**src/rtl/uart_program_loader_if.sv**
```systemverilog
// Program-memory byte write port driven by the UART program loader.
interface uart_program_loader_if #(
    parameter int unsigned PROGRAM_ADDR_WIDTH = 5
);
    logic [PROGRAM_ADDR_WIDTH-1:0] pm_addr;
    logic [7:0]                    pm_data;
    logic                          pm_we;

    modport master (output pm_addr, output pm_data, output pm_we);
    modport slave  (input  pm_addr, input  pm_data, input  pm_we);
endinterface

```
**src/rtl/uart_program_loader.sv**
```systemverilog
// Boot loader: receives a framed program image over 8N1 UART, writes it into
// program memory and holds the core in reset until the image checksum matches.
module uart_program_loader #(
    parameter int unsigned CLKS_PER_BIT       = 868,
    parameter int unsigned PROGRAM_ADDR_WIDTH = 5
) (
    input  logic                   clk,
    input  logic                   reset,
    input  logic                   rx,
    uart_program_loader_if.master  pm,
    output logic                   core_hold,
    output logic                   load_done,
    output logic                   load_error
);
    localparam int unsigned CNT_W        = $clog2(CLKS_PER_BIT);
    localparam int unsigned AW           = PROGRAM_ADDR_WIDTH;
    localparam int unsigned PROGRAM_SIZE = 1 << AW;
    localparam logic [7:0]  SYNC_BYTE    = 8'hA5;
    localparam logic [CNT_W-1:0] CNT_ONE  = CNT_W'(1);
    localparam logic [CNT_W-1:0] CNT_HALF = CNT_W'(CLKS_PER_BIT / 2 - 1);
    localparam logic [CNT_W-1:0] CNT_FULL = CNT_W'(CLKS_PER_BIT - 1);
    localparam logic [AW:0]      ADDR_ONE = (AW + 1)'(1);

    typedef enum logic [1:0] {RX_IDLE, RX_START, RX_BITS, RX_STOP} rx_state_t;
    typedef enum logic [2:0] {P_SYNC, P_LEN_LO, P_LEN_HI, P_DATA, P_CSUM} p_state_t;

    logic             rx_meta_q, rx_sync_q;
    rx_state_t        rx_state_q;
    logic [CNT_W-1:0] cnt_q;
    logic [2:0]       bit_q;
    logic [7:0]       shift_q;
    logic             byte_valid_q, frame_err_q;

    p_state_t         p_state_q;
    logic [7:0]       len_lo_q;
    logic [15:0]      remain_q;
    logic [AW:0]      addr_q;
    logic [7:0]       csum_q;
    logic             pm_we_q;
    logic [AW-1:0]    pm_addr_q;
    logic [7:0]       pm_data_q;
    logic             core_hold_q, load_done_q, load_error_q;

    logic [15:0]      len_full;
    logic             addr_msb_unused;

    assign len_full        = {shift_q, len_lo_q};
    assign addr_msb_unused = addr_q[AW];

    // Two-flop synchronizer for the asynchronous rx pin (idles high).
    always_ff @(posedge clk or negedge reset) begin
        if (!reset) begin
            rx_meta_q <= 1'b1;
            rx_sync_q <= 1'b1;
        end else begin
            rx_meta_q <= rx;
            rx_sync_q <= rx_meta_q;
        end
    end

    // 8N1 receiver: mid-bit sampling, one-cycle byte_valid / frame_err pulses.
    always_ff @(posedge clk or negedge reset) begin
        if (!reset) begin
            rx_state_q   <= RX_IDLE;
            cnt_q        <= '0;
            bit_q        <= '0;
            shift_q      <= '0;
            byte_valid_q <= 1'b0;
            frame_err_q  <= 1'b0;
        end else begin
            byte_valid_q <= 1'b0;
            frame_err_q  <= 1'b0;
            case (rx_state_q)
                RX_IDLE: begin
                    cnt_q <= '0;
                    if (!rx_sync_q) rx_state_q <= RX_START;
                end
                RX_START: begin
                    if (cnt_q == CNT_HALF) begin
                        cnt_q      <= '0;
                        bit_q      <= '0;
                        rx_state_q <= rx_sync_q ? RX_IDLE : RX_BITS;
                    end else begin
                        cnt_q <= cnt_q + CNT_ONE;
                    end
                end
                RX_BITS: begin
                    if (cnt_q == CNT_FULL) begin
                        cnt_q   <= '0;
                        shift_q <= {rx_sync_q, shift_q[7:1]};
                        bit_q   <= bit_q + 3'd1;
                        if (bit_q == 3'd7) rx_state_q <= RX_STOP;
                    end else begin
                        cnt_q <= cnt_q + CNT_ONE;
                    end
                end
                RX_STOP: begin
                    if (cnt_q == CNT_FULL) begin
                        cnt_q        <= '0;
                        byte_valid_q <= rx_sync_q;
                        frame_err_q  <= !rx_sync_q;
                        rx_state_q   <= RX_IDLE;
                    end else begin
                        cnt_q <= cnt_q + CNT_ONE;
                    end
                end
                default: rx_state_q <= RX_IDLE;
            endcase
        end
    end

    // Frame parser: sync / length / payload writes / checksum, drives status.
    always_ff @(posedge clk or negedge reset) begin
        if (!reset) begin
            p_state_q    <= P_SYNC;
            len_lo_q     <= '0;
            remain_q     <= '0;
            addr_q       <= '0;
            csum_q       <= '0;
            pm_we_q      <= 1'b0;
            pm_addr_q    <= '0;
            pm_data_q    <= '0;
            core_hold_q  <= 1'b1;
            load_done_q  <= 1'b0;
            load_error_q <= 1'b0;
        end else begin
            pm_we_q <= 1'b0;
            if (frame_err_q) begin
                load_error_q <= 1'b1;
                p_state_q    <= P_SYNC;
            end else if (byte_valid_q) begin
                case (p_state_q)
                    P_SYNC: begin
                        if (shift_q == SYNC_BYTE) begin
                            core_hold_q  <= 1'b1;
                            load_done_q  <= 1'b0;
                            load_error_q <= 1'b0;
                            addr_q       <= '0;
                            csum_q       <= '0;
                            remain_q     <= '0;
                            p_state_q    <= P_LEN_LO;
                        end
                    end
                    P_LEN_LO: begin
                        len_lo_q  <= shift_q;
                        p_state_q <= P_LEN_HI;
                    end
                    P_LEN_HI: begin
                        remain_q <= len_full;
                        if ({1'b0, len_full} > 17'(PROGRAM_SIZE)) begin
                            load_error_q <= 1'b1;
                            p_state_q    <= P_SYNC;
                        end else if (len_full == 16'd0) begin
                            p_state_q <= P_CSUM;
                        end else begin
                            p_state_q <= P_DATA;
                        end
                    end
                    P_DATA: begin
                        pm_we_q   <= 1'b1;
                        pm_addr_q <= addr_q[AW-1:0];
                        pm_data_q <= shift_q;
                        csum_q    <= csum_q ^ shift_q;
                        addr_q    <= addr_q + ADDR_ONE;
                        remain_q  <= remain_q - 16'd1;
                        if (remain_q == 16'd1) p_state_q <= P_CSUM;
                    end
                    P_CSUM: begin
                        if (shift_q == csum_q) begin
                            core_hold_q <= 1'b0;
                            load_done_q <= 1'b1;
                        end else begin
                            load_error_q <= 1'b1;
                        end
                        p_state_q <= P_SYNC;
                    end
                    default: p_state_q <= P_SYNC;
                endcase
            end
        end
    end

    assign pm.pm_we    = pm_we_q;
    assign pm.pm_addr  = pm_addr_q;
    assign pm.pm_data  = pm_data_q;
    assign core_hold   = core_hold_q;
    assign load_done   = load_done_q;
    assign load_error  = load_error_q;
endmodule

```
**src/flat_wrapper.sv**
```systemverilog
// flat-port wrapper written by rule: the top's interface ports become plain ports
module uart_program_loader_flat 
#(
    parameter int unsigned CLKS_PER_BIT       = 868,
    parameter int unsigned PROGRAM_ADDR_WIDTH = 5
)
  (clk, reset, rx, core_hold, load_done, load_error, pm_pm_addr, pm_pm_data, pm_pm_we);
  uart_program_loader_if #(.PROGRAM_ADDR_WIDTH(PROGRAM_ADDR_WIDTH)) pm_i ();
  input  logic clk;
  input  logic reset;
  input  logic rx;
  output logic core_hold;
  output logic load_done;
  output logic load_error;
  output wire logic [$bits(pm_i.pm_addr)-1:0] pm_pm_addr;
  output wire logic [$bits(pm_i.pm_data)-1:0] pm_pm_data;
  output wire logic [$bits(pm_i.pm_we)-1:0] pm_pm_we;
  assign pm_pm_addr = pm_i.pm_addr;
  assign pm_pm_data = pm_i.pm_data;
  assign pm_pm_we = pm_i.pm_we;
  uart_program_loader #(.CLKS_PER_BIT(CLKS_PER_BIT), .PROGRAM_ADDR_WIDTH(PROGRAM_ADDR_WIDTH)) u_core (.clk(clk), .reset(reset), .rx(rx), .pm(pm_i), .core_hold(core_hold), .load_done(load_done), .load_error(load_error));
endmodule
```
**config.mk**
```make
export PLATFORM = sky130hd
export DESIGN_NAME = uart_program_loader_flat
export DESIGN_NICKNAME = d
export VERILOG_FILES = /design/src/rtl/uart_program_loader_if.sv /design/src/rtl/uart_program_loader.sv /design/src/flat_wrapper.sv
export SDC_FILE = /design/constraint.sdc
export NUM_CORES = 1
export LEC_CHECK = 0
export BUFFER_PORTS_ARGS = -buffer_cell sky130_fd_sc_hd__clkbuf_2
export CAP_MARGIN = 20
export CORE_MARGIN = 2
export CORE_UTILIZATION = 30
export DETAILED_ROUTE_END_ITERATION = 16
export GPL_ROUTABILITY_DRIVEN = 1
export SLEW_MARGIN = 20
export SYNTH_ARGS = -nofsm -noshare
export SYNTH_HDL_FRONTEND = slang
export SYNTH_SLANG_ARGS = --single-unit
```
**constraint.sdc**
```tcl
create_clock -name clk -period 2.4 [get_ports clk]
set_input_delay 0.24 -clock clk [delete_from_list [all_inputs] [get_ports clk]]
set_output_delay 0.24 -clock clk [all_outputs]
set_load 0.02 [all_outputs]
```
## After elaboration in Yosys (flattened, before gate mapping)

Cells that the tools add are included.

- Register bits after elaboration: 85
- Bits of input ports: 3

- Add/subtract/negate cells: 4
- Magnitude comparators: 1
- Eq/ne operators: 24
- Multiplexer cells: 44
- Bitwise gates (word level): 2
- Reduce and logical (&&, ||, !) cells: 21

Operator list:

| cell | count |
|---|---|
| one-hot mux 16 bit (3 select lines) | 1 |
| one-hot mux 10 bit (3 select lines) | 1 |
| 2-to-1 mux 3 bit | 8 |
| 2-to-1 mux 10 bit | 2 |
| == test 16 x 1 -> 1 bit, second input constant | 1 |
| greater-than comparator 16 x 6 -> 1 bit, second input constant | 1 |
| logical NOT 16 bit | 1 |
| 2-to-1 mux 16 bit | 1 |
| one-hot mux 8 bit (2 select lines) | 1 |
| subtractor 16 x 1 -> 16 bit, second input constant | 1 |
| 2-to-1 mux 1 bit | 15 |
| AND reduction 5 bit | 3 |
| 2-to-1 mux 2 bit | 6 |
| != test 2 x 1 -> 1 bit, second input constant | 6 |
| one-hot mux 3 bit (4 select lines) | 1 |
| one-hot mux 6 bit (2 select lines) | 1 |
| AND reduction 3 bit | 4 |
| adder 10 x 1 -> 10 bit, second input constant | 1 |
| == test 10 bit, second input constant | 1 |
| == test 10 x 9 -> 1 bit, second input constant | 1 |
| != test 3 x 1 -> 1 bit, second input constant | 3 |
| == test 8 bit | 1 |
| == test 8 bit, second input constant | 1 |
| 2-to-1 mux 8 bit | 1 |
| other kinds (25) | 33 |

## Depth between registers and ports, before layout

Gate-level depths: netlist (run 1).

- Depth in word-level cells: 6
- Mapped depth: 9
- Gate-level depth less buffers: 7

## Worst setup path after synthesis (run 1)

OpenSTA, ideal clock, no wires.

- Kind: register to register
- Start point: reg u_core.shift_q[4]
- End point: reg u_core.addr_q[4]
- Library setup time: 0.069 ns
- Arrival: 1.825 ns
- Slack: 0.506 ns
- Cell stages (with the launch flop): 7
- Buffers on the path: 1
- Clock period less this slack: 1.894 ns
- Cell sequence: dfrtp_1 -> buf_6 -> or4_4 -> nor2_4 -> a31oi_2 -> or4_1 -> nand3_1

- Longest elaborated chain between the ends: 3

RTL lines:

| what | line | source |
|---|---|---|
| start: declaration | uart_program_loader.sv:31 | `logic [7:0] shift_q;` |
| start signal: assignment | uart_program_loader.sv:90 | `shift_q <= {rx_sync_q, shift_q[7:1]};` |
| == test 8 bit | uart_program_loader.sv:134 | `if (shift_q == SYNC_BYTE) begin` |
| != test 2 x 1 -> 1 bit (no line) | -- |  |
| AND reduction 4 bit (no line) | -- |  |
| end signal: assignment | uart_program_loader.sv:164 | `addr_q <= addr_q + ADDR_ONE;` |
| end: declaration | uart_program_loader.sv:37 | `logic [AW:0] addr_q;` |

Every way passes these cells.
A chain may end at the register's enable or synchronous reset.

## Worst setup path in the final report (run 1)

- Start point: reg u_core.shift_q[3]
- End point: reg u_core.remain_q[3]

- Longest elaborated chain between the ends: 3

RTL lines:

| what | line | source |
|---|---|---|
| == test 8 bit | uart_program_loader.sv:134 |  |
| != test 2 x 1 -> 1 bit (no line) | -- |  |
| AND reduction 4 bit (no line) | -- |  |
| end signal: assignment | uart_program_loader.sv:149 | `remain_q <= len_full;` |
| end signal: assignment | uart_program_loader.sv:165 | `remain_q <= remain_q - 16'd1;` |
| end: declaration | uart_program_loader.sv:36 | `logic [15:0] remain_q;` |

Every way passes these cells.

==> results.rst, run 1 <==
.. list-table::
   :header-rows: 1

   * - Metric
     - Value
   * - Outcome
     - complete, no violations
   * - Area share of the largest cell type after synthesis
     - ~49%
   * - Final RePlAce weighted congestion
     - 0.876
   * - Std cell rows
     - 42
   * - Fill cell total of the finished layout
     - 1364
   * - Footprint of the multi-input gates
     - 1860 um^2
   * - Synthesized area
     - 4120 um^2
   * - Path category of the worst min-delay check
     - register to register
   * - Slew headroom
     - 56.4%
   * - Fraction of registers with async set/reset
     - 100%
   * - Leakage Power
     - 2.18 nW
   * - Share of layout cells above drive strength 1
     - between 10% and 20%
   * - Synthesis-to-finish area growth
     - 15.6%
   * - Maximum buffer depth of the clock tree
     - 2
   * - Endpoint type of the worst setup path
     - register
   * - Power per unit of standard cell area
     - 580 nW/um^2
   * - Most common library cells after synthesis
     - sky130_fd_sc_hd__dfrtp_1 (81), sky130_fd_sc_hd__nand2_1 (57), sky130_fd_sc_hd__nor2_1 (46)
   * - Die X-Extent
     - 121 um
   * - Number of instances in the synthesized netlist
     - between 400 and 500
   * - Core Area
     - approximately 13000 um^2
   * - Top-level I/O count
     - 20
   * - Number of antenna violations at the first check in global routing
     - 0
   * - Worst R2R Setup Slack
     - a little under 300 ps
   * - Biggest area contributors in the synthesized netlist
     - sky130_fd_sc_hd__dfrtp_1 (49%), sky130_fd_sc_hd__nand2_1 (5.2%), sky130_fd_sc_hd__mux2_2 (4.9%), sky130_fd_sc_hd__o21ai_1 (4.7%), sky130_fd_sc_hd__nor2_1 (4.2%)
   * - Hold path startpoint
     - u_core.rx_meta_q$_DFF_PN1_
   * - Number of enable-type register cells in the synthesized netlist
     - 0
   * - Yosys warnings
     - 0
   * - Net count after synthesis
     - about 440
   * - Vias after detailed routing
     - 3280
   * - Final net count
     - around 470
   * - Critical Path Source Type
     - register
   * - WL/cell
     - 14.7 um
   * - Buffer and inverter count on the worst path
     - 1
   * - Setup repair after global routing missed its margin
     - false
   * - Number of resized instances in the post-cts repair step
     - 0
   * - Total length of routed wires
     - 9370 um
   * - HPWL reported at the end of detailed placement
     - roughly 6500 um
   * - CP peak stage delay
     - 550 ps
   * - Path type of the worst setup path
     - register to register
   * - GR Util All Layers
     - 14.4%
   * - Library cell with the largest summed area after synthesis
     - sky130_fd_sc_hd__dfrtp_1
   * - Vias in the first global route
     - about 3.3k
   * - Library cell with the highest instance count after synthesis
     - sky130_fd_sc_hd__dfrtp_1
   * - Crit-path slowest cell
     - sky130_fd_sc_hd__or4_4
   * - Pin count of the biggest net entering global routing
     - 48
   * - Final Cycle Share
     - between 80 and 90%
   * - Number of nets still failing antenna checks after routing
     - 0
   * - Port Buffers
     - 19
   * - Post-synthesis sequential element count
     - 84
   * - List of cells traversed by the critical path
     - or4_4 -> nor3_1 -> o21ai_2 -> buf_4 -> o21ai_1 -> o21ai_1
   * - Fmax
     - 474 MHz
   * - Die outline height
     - 121 um
   * - Maximum fanout along the worst path
     - 17
   * - Worst hold path stage count
     - 0
   * - Syn_area_per_cell
     - about 9.5 um^2
   * - Hold Path Sink
     - u_core.rx_sync_q$_DFF_PN1_
   * - Endpoint of the lowest-slack register-to-register path
     - u_core.remain_q[3]$_DFFE_PN0P_
   * - Number of setup violations in the final report
     - 0
   * - Antenna diode instance count
     - 0
   * - Number of CTS-inserted buffers
     - 9
   * - Final sum of negative setup slack
     - 0 ps
   * - IR drop worst, VDD
     - 326 uV
   * - Starting DRC count in detailed routing
     - a little over 300
   * - Starting utilization of the core area
     - 30.8%
   * - Final worst path period need
     - roughly 2100 ps
   * - DRC violations left
     - 0
   * - H-tree Lvls
     - 3
   * - Worst endpoint data arrival time
     - 2320 ps
   * - Clock-pin slew on the worst setup and hold paths
     - approximately 60 ps
   * - Launch instance of the worst register-to-register path
     - u_core.shift_q[3]$_DFFE_PN0P_
   * - Final-report hold violation count
     - 0
   * - Measured slew at the worst slew-check pin
     - between 600 and 700 ps
   * - Prevailing post-synth register cell
     - sky130_fd_sc_hd__dfrtp_1
   * - Cell at the root of the clock tree
     - sky130_fd_sc_hd__clkbuf_16
   * - Clock tree skew after final layout
     - 11.6 ps
   * - Vias per std cell
     - 5.14
   * - R2R cell count
     - 6
   * - Share of the core filled with cells in the final layout
     - roughly 36%
   * - Number of optimization iterations in the first detailed-route pass
     - 4
   * - Count of cell types in the netlist
     - 53
   * - Kind of cell adding the most delay to the critical path
     - simple AND/OR/NAND/NOR gates
   * - CTS tree
     - yes
   * - Number of clock sinks seen by CTS
     - 84
   * - Fraction of the yosys area taken by sequential cells
     - 51.1%
   * - Clock latency on the worst-skew pair
     - 340 ps
   * - Required time worst endpoint
     - between 2000 and 3000 ps
   * - Die outline area
     - between 10000 and 15000 um^2
   * - First-pass GRT wire length
     - 16500 um
   * - Max-capacitance violation count
     - 0
   * - Remaining global-route overflow
     - 0
   * - FF/Latch Area
     - around 2100 um^2
   * - Cell with the most instances on the worst path
     - sky130_fd_sc_hd__o21ai_1
   * - Max-slew violation count
     - 0
[metal layers]
layer	wire [um]	global-route usage, %	part of all wire, %	vias up
met5	0	0	0	-
met3	315	2.96	3.4	18
met2	4340	21.4	46	61
met1	4510	19.9	48	1615
met4	209	6.82	2.2	0
li1	-	-	-	1586
[registers in the layout (all words and copies together), names as in the netlist, 5 cells and up, named ones only]
name / count
u_core.remain_q: 16
u_core.cnt_q: 10
u_core.csum_q: 8
u_core.len_lo_q: 8
u_core.pm.pm_data: 8
u_core.shift_q: 8
u_core.addr_q: 5
u_core.pm.pm_addr: 5
[layout by cell type, fill, tap and decap left out, drive strengths merged, types with 3 or more instances in the layout]
| cell type | n |
|---|---|
| a21oi | 18 |
| a22o | 3 |
| a22oi | 9 |
| a31oi | 4 |
| and3b | 3 |
| buf | 17 |
| clkbuf | 30 |
| clkinv | 4 |
| dfrtp | 81 |
| dfstp | 3 |
| ha | 7 |
| inv | 11 |
| mux2 | 18 |
| nand2 | 57 |
| nand3 | 9 |
| nand4 | 5 |
| nor2 | 47 |
| nor2b | 5 |
| nor3 | 15 |
| nor3b | 3 |
| nor4 | 9 |
| o21ai | 55 |
| o2bb2ai | 3 |
| or4 | 4 |
| xnor2 | 10 |
| xor2 | 3 |
[through the flow]
stage	setup WS (ps)	instances	instance area, um^2	hold WS [ps]	total power [mW]
detailed placement	323	620	4460	317	1.48
global placement	376	620	4460	305	1.48
global route	95.7	638	4760	363	2.87
floorplan	506	434	4120	-55.6	1.45
finish	291	638	4760	356	2.76
CTS	306	638	4760	356	2.80
[worst max-delay path by stage]
stage,start,to,slack (ps),cells after the start
2_1_floorplan,u_core.shift_q[4]$_DFFE_PN0P_,u_core.addr_q[4]$_DFFE_PN0P_,510,6
4_1_cts,u_core.shift_q[3]$_DFFE_PN0P_,u_core.remain_q[3]$_DFFE_PN0P_,310,6
3_3_place_gp,u_core.shift_q[3]$_DFFE_PN0P_,u_core.remain_q[3]$_DFFE_PN0P_,380,6
6_report,u_core.shift_q[3]$_DFFE_PN0P_,u_core.remain_q[3]$_DFFE_PN0P_,290,6
5_1_grt,u_core.shift_q[3]$_DFFE_PN0P_,u_core.remain_q[2]$_DFFE_PN0P_,100,6
3_5_place_dp,u_core.shift_q[3]$_DFFE_PN0P_,u_core.remain_q[6]$_DFFE_PN0P_,320,6
[logic make-up after synthesis]
group           after synthesis  synth area share, %
compound gates              105                 15.3
fa+ha+maj                     7                 2.13
xor+xnor                     13                 2.77
buf+inv                      36                 3.68
flops                        84                 51.1
simple gates                171                 20.1
mux                          18                 4.92
[final cells by class]
class	instances	area share, %
multi-input combinational	314	39.1
clock buffer	12	5.39
clock inverter	4	0.499
tap	176	4.62
timing repair buffer	37	5.25
inverter	11	0.867
sequential	84	44.2
[what timing repair did]
item	CTS	global route
hold buffers	2	0
endpoints found under the hold margin	47	0
buffers inserted	0	0
[where the power goes]
group | switching (mW) | total, mW | internal, mW
combinational | 0.0290 | 0.0366 | 0.00755
sequential | 0.00111 | 1.42 | 1.42
clock | 0.549 | 1.30 | 0.754
Note: power is estimated with default switching activity, not from simulation.
==> inputs of run 2 (changes only) <==
--- a/config.mk
+++ b/config.mk
@@ -5,6 +5,7 @@
 export SDC_FILE = /design/constraint.sdc
 export NUM_CORES = 1
 export LEC_CHECK = 0
+export ABC_AREA = 1
 export BUFFER_PORTS_ARGS = -buffer_cell sky130_fd_sc_hd__clkbuf_2
 export CAP_MARGIN = 20
 export CORE_MARGIN = 2
==> results.rst, run 2 <==
.. list-table::
   :header-rows: 1

   * - Metric
     - Value
   * - Count of cell types in the netlist
     - 35 (-34%)
   * - Power per unit of standard cell area
     - 588 nW/um^2 (+1.4%)
   * - Combinational Power Share
     - 1.2% (about the same)
   * - Final sum of negative setup slack
     - 0 ps (unchanged)
   * - IR drop worst, VDD
     - 379 uV (+16%)
   * - Registers with the most flip-flops
     - u_core.remain_q: 16 flops, u_core.cnt_q: 10 flops
   * - Most used routing layer in global routing
     - met2
   * - Met3 Resource Use GR
     - 4.12% (+1.2 points)
   * - Flip-flop count of the largest register, all copies and words added
     - 16 (unchanged)
   * - Commonest cells after routing, fill and taps aside
     - sky130_fd_sc_hd__nand2_1 (177), sky130_fd_sc_hd__dfrtp_1 (81), sky130_fd_sc_hd__nor2_1 (60), sky130_fd_sc_hd__inv_1 (54), sky130_fd_sc_hd__o21ai_0 (37)
   * - DRC violations left
     - 0 (unchanged)
   * - Final worst path period need
     - 1850 ps (-257 ps)
   * - Number of nets still failing antenna checks after routing
     - 0 (unchanged)
   * - Number of antenna violations at the first check in global routing
     - 0 (unchanged)
   * - Library cell with the largest summed area after synthesis
     - sky130_fd_sc_hd__dfrtp_1
   * - First-pass GRT wire length
     - 17200 um (+4.1%)
   * - Biggest area contributors in the synthesized netlist
     - sky130_fd_sc_hd__dfrtp_1 (47%), sky130_fd_sc_hd__nand2_1 (15%), sky130_fd_sc_hd__nor2_1 (5.2%), sky130_fd_sc_hd__inv_1 (4.7%), sky130_fd_sc_hd__o21ai_0 (4.3%)
   * - Fraction of registers with async set/reset
     - 100% (unchanged)
   * - Vias after detailed routing
     - 3660 (+12%)
   * - Number of enable-type register cells in the synthesized netlist
     - 0 (unchanged)
   * - Final cell count without fillers
     - 767 (+20%)
   * - WL/cell
     - 13.0 um (-12%)
   * - Outcome
     - complete, no violations
   * - P_sw
     - 574 uW (-0.97%)
   * - Antenna diode instance count
     - 0 (unchanged)
   * - Critical Path Source Type
     - register
   * - Most common library cells after synthesis
     - sky130_fd_sc_hd__nand2_1 (177), sky130_fd_sc_hd__dfrtp_1 (81), sky130_fd_sc_hd__nor2_1 (60)
   * - Vias per std cell
     - 4.77 (-7.2%)
   * - Clock network fraction of design power
     - 49.7% (+2.5 points)
   * - Max-slew violation count
     - 0 (unchanged)
   * - Number of setup violations in the final report
     - 0 (unchanged)
   * - Number of clock sinks seen by CTS
     - 84 (unchanged)
   * - Number of optimization iterations in the first detailed-route pass
     - 6 (+2)
   * - Std cell rows
     - 43 (+2.4%)
   * - Setup repair after global routing missed its margin
     - false
   * - Most common library cell in the layout ignoring fill and taps
     - sky130_fd_sc_hd__nand2_1
   * - Die outline height
     - 124 um (+2.3%)
   * - Path category of the worst min-delay check
     - register to register
   * - GR Util All Layers
     - 14.5% (+0.10 points)
   * - Maximum fanout along the worst path
     - 20 (+3)
   * - Required time worst endpoint
     - 2640 ps (+30 ps)
   * - Maximum buffer depth of the clock tree
     - 2 (unchanged)
   * - Final net count
     - 592 (+27%)
   * - Starting utilization of the core area
     - 30.9% (+0.093 points)
   * - Net count after synthesis
     - 569 (+28%)
   * - Fraction of the yosys area taken by sequential cells
     - 48.8% (-2.3 points)
   * - Library cell with the highest instance count after synthesis
     - sky130_fd_sc_hd__nand2_1
   * - Met1 Usage GRT
     - 17.9% (-2.1 points)
   * - H-tree Lvls
     - 3 (unchanged)
   * - Worst endpoint data arrival time
     - 2090 ps (-230 ps)
   * - Top reg by flops
     - u_core.remain_q
   * - Standard cell area after detailed placement
     - 4590 um^2 (+2.9%)
   * - Total length of routed wires
     - 9950 um (+6.2%)
   * - Synthesis-to-finish area growth
     - 14.1%
   * - Leakage Power
     - 2.47 nW (+13%)
   * - Final-report hold violation count
     - 0 (unchanged)
   * - Endpoint type of the worst setup path
     - register
   * - Clock tree skew after final layout
     - 7.32 ps (-4.28 ps)
   * - HPWL reported at the end of detailed placement
     - 7170 um (+11%)
   * - Clock latency on the worst-skew pair
     - 350 ps (about the same)
   * - Port Buffers
     - 19 (unchanged)
   * - Slew headroom
     - 48.1% (-8.3 points)
   * - Path type of the worst setup path
     - register to register
   * - Yosys warnings
     - 0 (unchanged)
   * - Post-synthesis sequential element count
     - 84 (unchanged)
   * - Final Cycle Share
     - 77.2% (-11 points)
   * - Syn_area_per_cell
     - 7.71 um^2 (-19%)
   * - Fraction of met2 tracks used by global routing
     - 24.3% (+2.9 points)
   * - Post-Place Cells
     - 749 (+21%)
   * - Die X-Extent
     - 124 um (+2.3%)
   * - Remaining global-route overflow
     - 0 (unchanged)
   * - CTS tree
     - yes
   * - Clock-pin slew on the worst setup and hold paths
     - 60 ps (about the same)
   * - Measured slew at the worst slew-check pin
     - 778 ps (+124 ps)
   * - Total setup buffers inserted after CTS
     - 0 (unchanged)
   * - Final RePlAce weighted congestion
     - 0.914 (+4.2%)
   * - Switching power as a share of total power
     - 19.8% (-1.2 points)
   * - Pin count of the biggest net entering global routing
     - 47 (-2.1%)
   * - Die outline area
     - 15300 um^2 (+4.6%)
   * - Vias in the first global route
     - 3608 (+8.8%)
   * - Synthesized area
     - 4310 um^2 (+4.7%)
   * - Cell at the root of the clock tree
     - sky130_fd_sc_hd__clkbuf_16
   * - Number of instances in the synthesized netlist
     - 559 (+29%)
   * - Top-level I/O count
     - 20 (unchanged)
   * - Core Area
     - 13900 um^2 (+4.4%)
   * - Area share of the largest cell type after synthesis
     - 47.0% (-2.2 points)
   * - Final instance area
     - 4920 um^2 (+3.3%)
   * - Max-capacitance violation count
     - 0 (unchanged)
   * - Starting DRC count in detailed routing
     - 243 (-20%)
   * - Share of layout cells above drive strength 1
     - 10.9% (-5.8 points)
   * - Fmax
     - 540 MHz (+14%)
   * - Prevailing post-synth register cell
     - sky130_fd_sc_hd__dfrtp_1
   * - Internal Power
     - 2.32 mW (+6.4%)
   * - Flop pwr share
     - 49.1% (-2.4 points)
   * - Number of CTS-inserted buffers
     - 9 (unchanged)
run 2: cell types whose count changed in the layout (fill, tap and decap cells not counted), sizes merged, moves of 10 or more:
cell   previous run  this run
nand3             9        33
nor2             47        64
buf              17         4
inv              11        65
xnor2            10         0
o22ai             0        10
mux2             18         0
nand2            57       180
run 2: routing by layer:
layer / routed length [um] / share of wire, % / vias to the layer above
met5: 0 / 0 / -
met2: 4760 / 48 / 72
met3: 407 / 4.1 / 18
met1: 4610 / 46 / 1730
met4: 177 / 1.8 / 0
li1: - / - / 1840
run 2: area by class of cell:
type	instances	area (um^2)
timing repair buffer	24	153
clock inverter	1	30.0
sequential	84	2110
tap	180	225
multi-input combinational	398	1890
fill	1417	9010
inverter	65	244
clock buffer	15	278
run 2: cells by family (layout without fill, tap and decap cells):
group / count (synthesis) / in the layout / synth area share (%)
buf+inv: 77 / 105 / 7.43
simple gates: 300 / 300 / 29.6
xor+xnor: 7 / 7 / 1.42
flops: 84 / 84 / 48.8
fa+ha+maj: 7 / 7 / 2.03
compound gates: 84 / 84 / 10.7
run 2: path summary, 6_finish.rpt:
path	startpoint	end	slack [ps]	depth (start not counted)
min reg2reg	u_core.rx_meta_q$_DFF_PN1_	u_core.rx_sync_q$_DFF_PN1_	350	0
min in group asynchronous	reset	u_core.cnt_q[9]$_DFF_PN0_	410	2
max in group asynchronous	reset	u_core.core_hold$_DFFE_PN1P_	1330	3
min	u_core.rx_meta_q$_DFF_PN1_	u_core.rx_sync_q$_DFF_PN1_	350	0
max reg2reg	u_core.shift_q[4]$_DFFE_PN0P_	u_core.remain_q[12]$_DFFE_PN0P_	550	10
max	u_core.shift_q[4]$_DFFE_PN0P_	u_core.remain_q[12]$_DFFE_PN0P_	550	10
run 2: critical path: stages (launching register included):
cell	delay, ps
sky130_fd_sc_hd__dfrtp_1	410
sky130_fd_sc_hd__inv_1	200
sky130_fd_sc_hd__nand2_1	70
sky130_fd_sc_hd__nor2_1	130
sky130_fd_sc_hd__nand2_1	80
sky130_fd_sc_hd__nand2_2	120
sky130_fd_sc_hd__nand4_4	210
sky130_fd_sc_hd__inv_2	340
sky130_fd_sc_hd__nand2_1	80
sky130_fd_sc_hd__nand2_1	70
sky130_fd_sc_hd__nand2_1	50
run 2: metrics by stage:
step	power (mW)	hold WS, ps	setup WS [ps]	util, %
final	2.89	354	548	35.3
after global routing	3.00	365	345	35.3
after CTS	2.93	355	540	35.3
after detailed placement	1.48	249	559	33.0
after global placement	1.48	242	566	33.0
after floorplan	1.45	-55.6	995	-
run 2: timing repair:
action | CTS | global route
gates resized for setup | 0 | 0
endpoints found under the setup margin | 0 | 0
endpoints found under the hold margin | 37 | 0
hold buffers | 2 | 0
run 2: power groups by stage:
stage	logic, mW	registers, mW	clock network (mW)
2_1_floorplan	0.000477	1.45	0
3_3_place_gp	0.0352	1.45	0
3_5_place_dp	0.0363	1.45	0
4_1_cts	0.0388	1.42	1.47
5_1_grt	0.0429	1.42	1.53
6_report	0.0356	1.42	1.44
==> inputs of run 3 (changes only) <==
==> constraint.sdc (replaced) <==
create_clock -name clk -period 1.6 [get_ports clk]
set_input_delay 0.16 -clock clk [delete_from_list [all_inputs] [get_ports clk]]
set_output_delay 0.16 -clock clk [all_outputs]
set_load 0.02 [all_outputs]
==> results.rst, run 3 (synthesis results as in run 2) <==
.. list-table::
   :header-rows: 1

   * - Metric
     - Value
   * - Number of antenna violations at the first check in global routing
     - 0 (unchanged)
   * - Most common library cell in the layout ignoring fill and taps
     - sky130_fd_sc_hd__nand2_1
   * - Vias after detailed routing
     - 3824 (+4.5%)
   * - Starting utilization of the core area
     - 30.9% (unchanged)
   * - GR Util All Layers
     - 15.0% (+0.53 points)
   * - Critical Path Source Type
     - register
   * - Worst R2R Setup Slack
     - 80 ps (-460 ps)
   * - WL/cell
     - 13.5 um (+3.7%)
   * - Required time worst endpoint
     - 1860 ps (-780 ps)
   * - Vias in the first global route
     - 3737 (+3.6%)
   * - Final worst path period need
     - 1520 ps (-337 ps)
   * - Port Buffers
     - 19 (unchanged)
   * - Post-Place Cells
     - 773 (+3.2%)
   * - DRC violations left
     - 0 (unchanged)
   * - Worst hold slack after final layout
     - 276 ps (-78.1 ps)
   * - Remaining global-route overflow
     - 0 (unchanged)
   * - Commonest cells after routing, fill and taps aside
     - sky130_fd_sc_hd__nand2_1 (173), sky130_fd_sc_hd__dfrtp_1 (79), sky130_fd_sc_hd__inv_1 (51), sky130_fd_sc_hd__nor2_1 (48), sky130_fd_sc_hd__o21ai_0 (35)
   * - Maximum buffer depth of the clock tree
     - 2 (unchanged)
   * - Pin count of the biggest net entering global routing
     - 40 (-15%)
   * - Top reg by flops
     - u_core.remain_q
   * - Outcome
     - complete, no violations
   * - Registers with the most flip-flops
     - u_core.remain_q: 16 flops, u_core.cnt_q: 10 flops
   * - Top-level I/O count
     - 20 (unchanged)
   * - Number of CTS-inserted buffers
     - 9 (unchanged)
   * - Maximum fanout along the worst path
     - 5 (-75%)
   * - Slew headroom
     - 74.9% (+27 points)
   * - Die outline area
     - 15300 um^2 (unchanged)
   * - Std cell rows
     - 43 (unchanged)
   * - CP peak stage delay
     - 410 ps (about the same)
   * - Die X-Extent
     - 124 um (unchanged)
   * - CTS tree
     - yes
   * - IR drop worst, VDD
     - 717 uV (+89%)
   * - Clock-pin slew on the worst setup and hold paths
     - 60 ps (about the same)
   * - Leakage Power
     - 2.65 nW (+7.4%)
   * - List of cells traversed by the critical path
     - ha_2 -> nand3_1 -> nor2_1 -> nand2_2 -> nand2_1 -> nand2_4 -> clkinvlp_4 -> nor3b_1
   * - Max-capacitance violation count
     - 0 (unchanged)
   * - Synthesis-to-finish area growth
     - 22.9%
   * - Crit-path slowest cell
     - sky130_fd_sc_hd__dfrtp_1
   * - Endpoint of the lowest-slack register-to-register path
     - u_core.cnt_q[5]$_DFF_PN0_
   * - Final-report hold violation count
     - 0 (unchanged)
   * - Flip-flop count of the largest register, all copies and words added
     - 16 (unchanged)
   * - Number of clock sinks seen by CTS
     - 84 (unchanged)
   * - Setup repair after global routing missed its margin
     - true
   * - Power per unit of standard cell area
     - 795 nW/um^2 (+35%)
   * - Endpoint type of the worst setup path
     - register
   * - R2R cell count
     - 8 (-2)
   * - Final RePlAce weighted congestion
     - 0.924 (+1.1%)
   * - Vias per std cell
     - 4.79 (+0.30%)
   * - H-tree Lvls
     - 3 (unchanged)
   * - Kind of cell adding the most delay to the critical path
     - simple AND/OR/NAND/NOR gates
   * - Final Cycle Share
     - 94.7% (+18 points)
   * - Path category of the worst min-delay check
     - input port to asynchronous set/reset pin
   * - Starting DRC count in detailed routing
     - 234 (-3.7%)
   * - Worst endpoint data arrival time
     - 1770 ps (-320 ps)
   * - Number of optimization iterations in the first detailed-route pass
     - 4 (-2)
   * - Max-slew violation count
     - 0 (unchanged)
   * - Launch instance of the worst register-to-register path
     - u_core.cnt_q[0]$_DFF_PN0_
   * - Fmax
     - 660 MHz (+22%)
   * - Final cell count without fillers
     - 799 (+4.2%)
   * - Core Area
     - 13900 um^2 (unchanged)
   * - Final net count
     - 624 (+5.4%)
   * - Clock tree skew after final layout
     - 4.43 ps (-2.90 ps)
   * - Total length of routed wires
     - 10800 um (+8.0%)
   * - Buffer and inverter count on the worst path
     - 1 (-1)
   * - Die outline height
     - 124 um (unchanged)
   * - First-pass GRT wire length
     - 17800 um (+3.4%)
   * - Clock latency on the worst-skew pair
     - 340 ps (about the same)
   * - Number of setup violations in the final report
     - 0 (unchanged)
   * - Measured slew at the worst slew-check pin
     - 376 ps (-402 ps)
   * - Share of layout cells above drive strength 1
     - 20.2% (+9.3 points)
   * - Path type of the worst setup path
     - register to register
   * - Antenna diode instance count
     - 0 (unchanged)
   * - Cell at the root of the clock tree
     - sky130_fd_sc_hd__clkbuf_16
   * - Number of nets still failing antenna checks after routing
     - 0 (unchanged)
   * - HPWL reported at the end of detailed placement
     - 7740 um (+8.0%)
run 3: changes by cell type in the layout (fill, tap and decap cells not counted), moves of 4 or more:
cell                      previous run  this run
sky130_fd_sc_hd__buf_4               3        27
sky130_fd_sc_hd__nand2_1           177       173
sky130_fd_sc_hd__nor2_2              3        12
sky130_fd_sc_hd__nor2_1             60        48
run 3: per-stage QoR:
step                      total power, mW  setup TNS, ps  cell area (um^2)  setup slack (ps)  utilization [%]
after global placement               2.23              0              4810              33.4             34.5
after detailed placement             2.23              0              4810              11.2             34.5
after global routing                 4.35           -212              5300             -61.7             38.0
after floorplan                      2.17              0              4310               195                -
after CTS                            4.26              0              5130              8.87             36.8
final                                4.21              0              5300              84.6             38.0
run 3: worst max-delay path by stage:
stage                                    start  slack [ps]  depth (start not counted)                              end
2_1_floorplan        u_core.cnt_q[0]$_DFF_PN0_         190                          9      u_core.bit_q[0]$_DFFE_PN0P_
3_3_place_gp   u_core.p_state_q[0]$_DFFE_PN0P_          30                          8  u_core.p_state_q[0]$_DFFE_PN0P_
3_5_place_dp   u_core.p_state_q[0]$_DFFE_PN0P_          10                          8  u_core.p_state_q[1]$_DFFE_PN0P_
4_1_cts         u_core.remain_q[2]$_DFFE_PN0P_           9                          8   u_core.remain_q[9]$_DFFE_PN0P_
5_1_grt              u_core.cnt_q[0]$_DFF_PN0_         -60                          8        u_core.cnt_q[5]$_DFF_PN0_
6_report             u_core.cnt_q[0]$_DFF_PN0_          80                          8        u_core.cnt_q[5]$_DFF_PN0_
run 3: final cells by class:
type	count	area [um^2]
fill	1416	8640
sequential	84	2110
multi-input combinational	398	1990
timing repair buffer	55	432
clock buffer	13	270
inverter	65	249
tap	180	225
clock inverter	3	20.0
timing repair inverter	1	7.51
run 3: layer usage:
layer	part of all wire [%]	GRT usage, %
met1	45	18.4
met2	49	24.9
met3	2.5	2.61
met4	3.4	8.31
met5	0	0
run 3: repair_timing:
action,4_1_cts,5_1_grt
hold buffers,2,0
pin swaps,0,6
gates cloned,0,1
buffers inserted,0,7
gates resized for setup,1,40
setup endpoints to repair,1,50
hold endpoints to repair,22,0
run 3: power by group:
group / total [mW] / internal, mW / switching, mW / leakage [nW]
Clock: 2.02 / 1.18 / 0.846 / 0.138
Sequential: 2.13 / 2.13 / 0.00193 / 1.15
Combinational: 0.0573 / 0.0124 / 0.0449 / 1.37
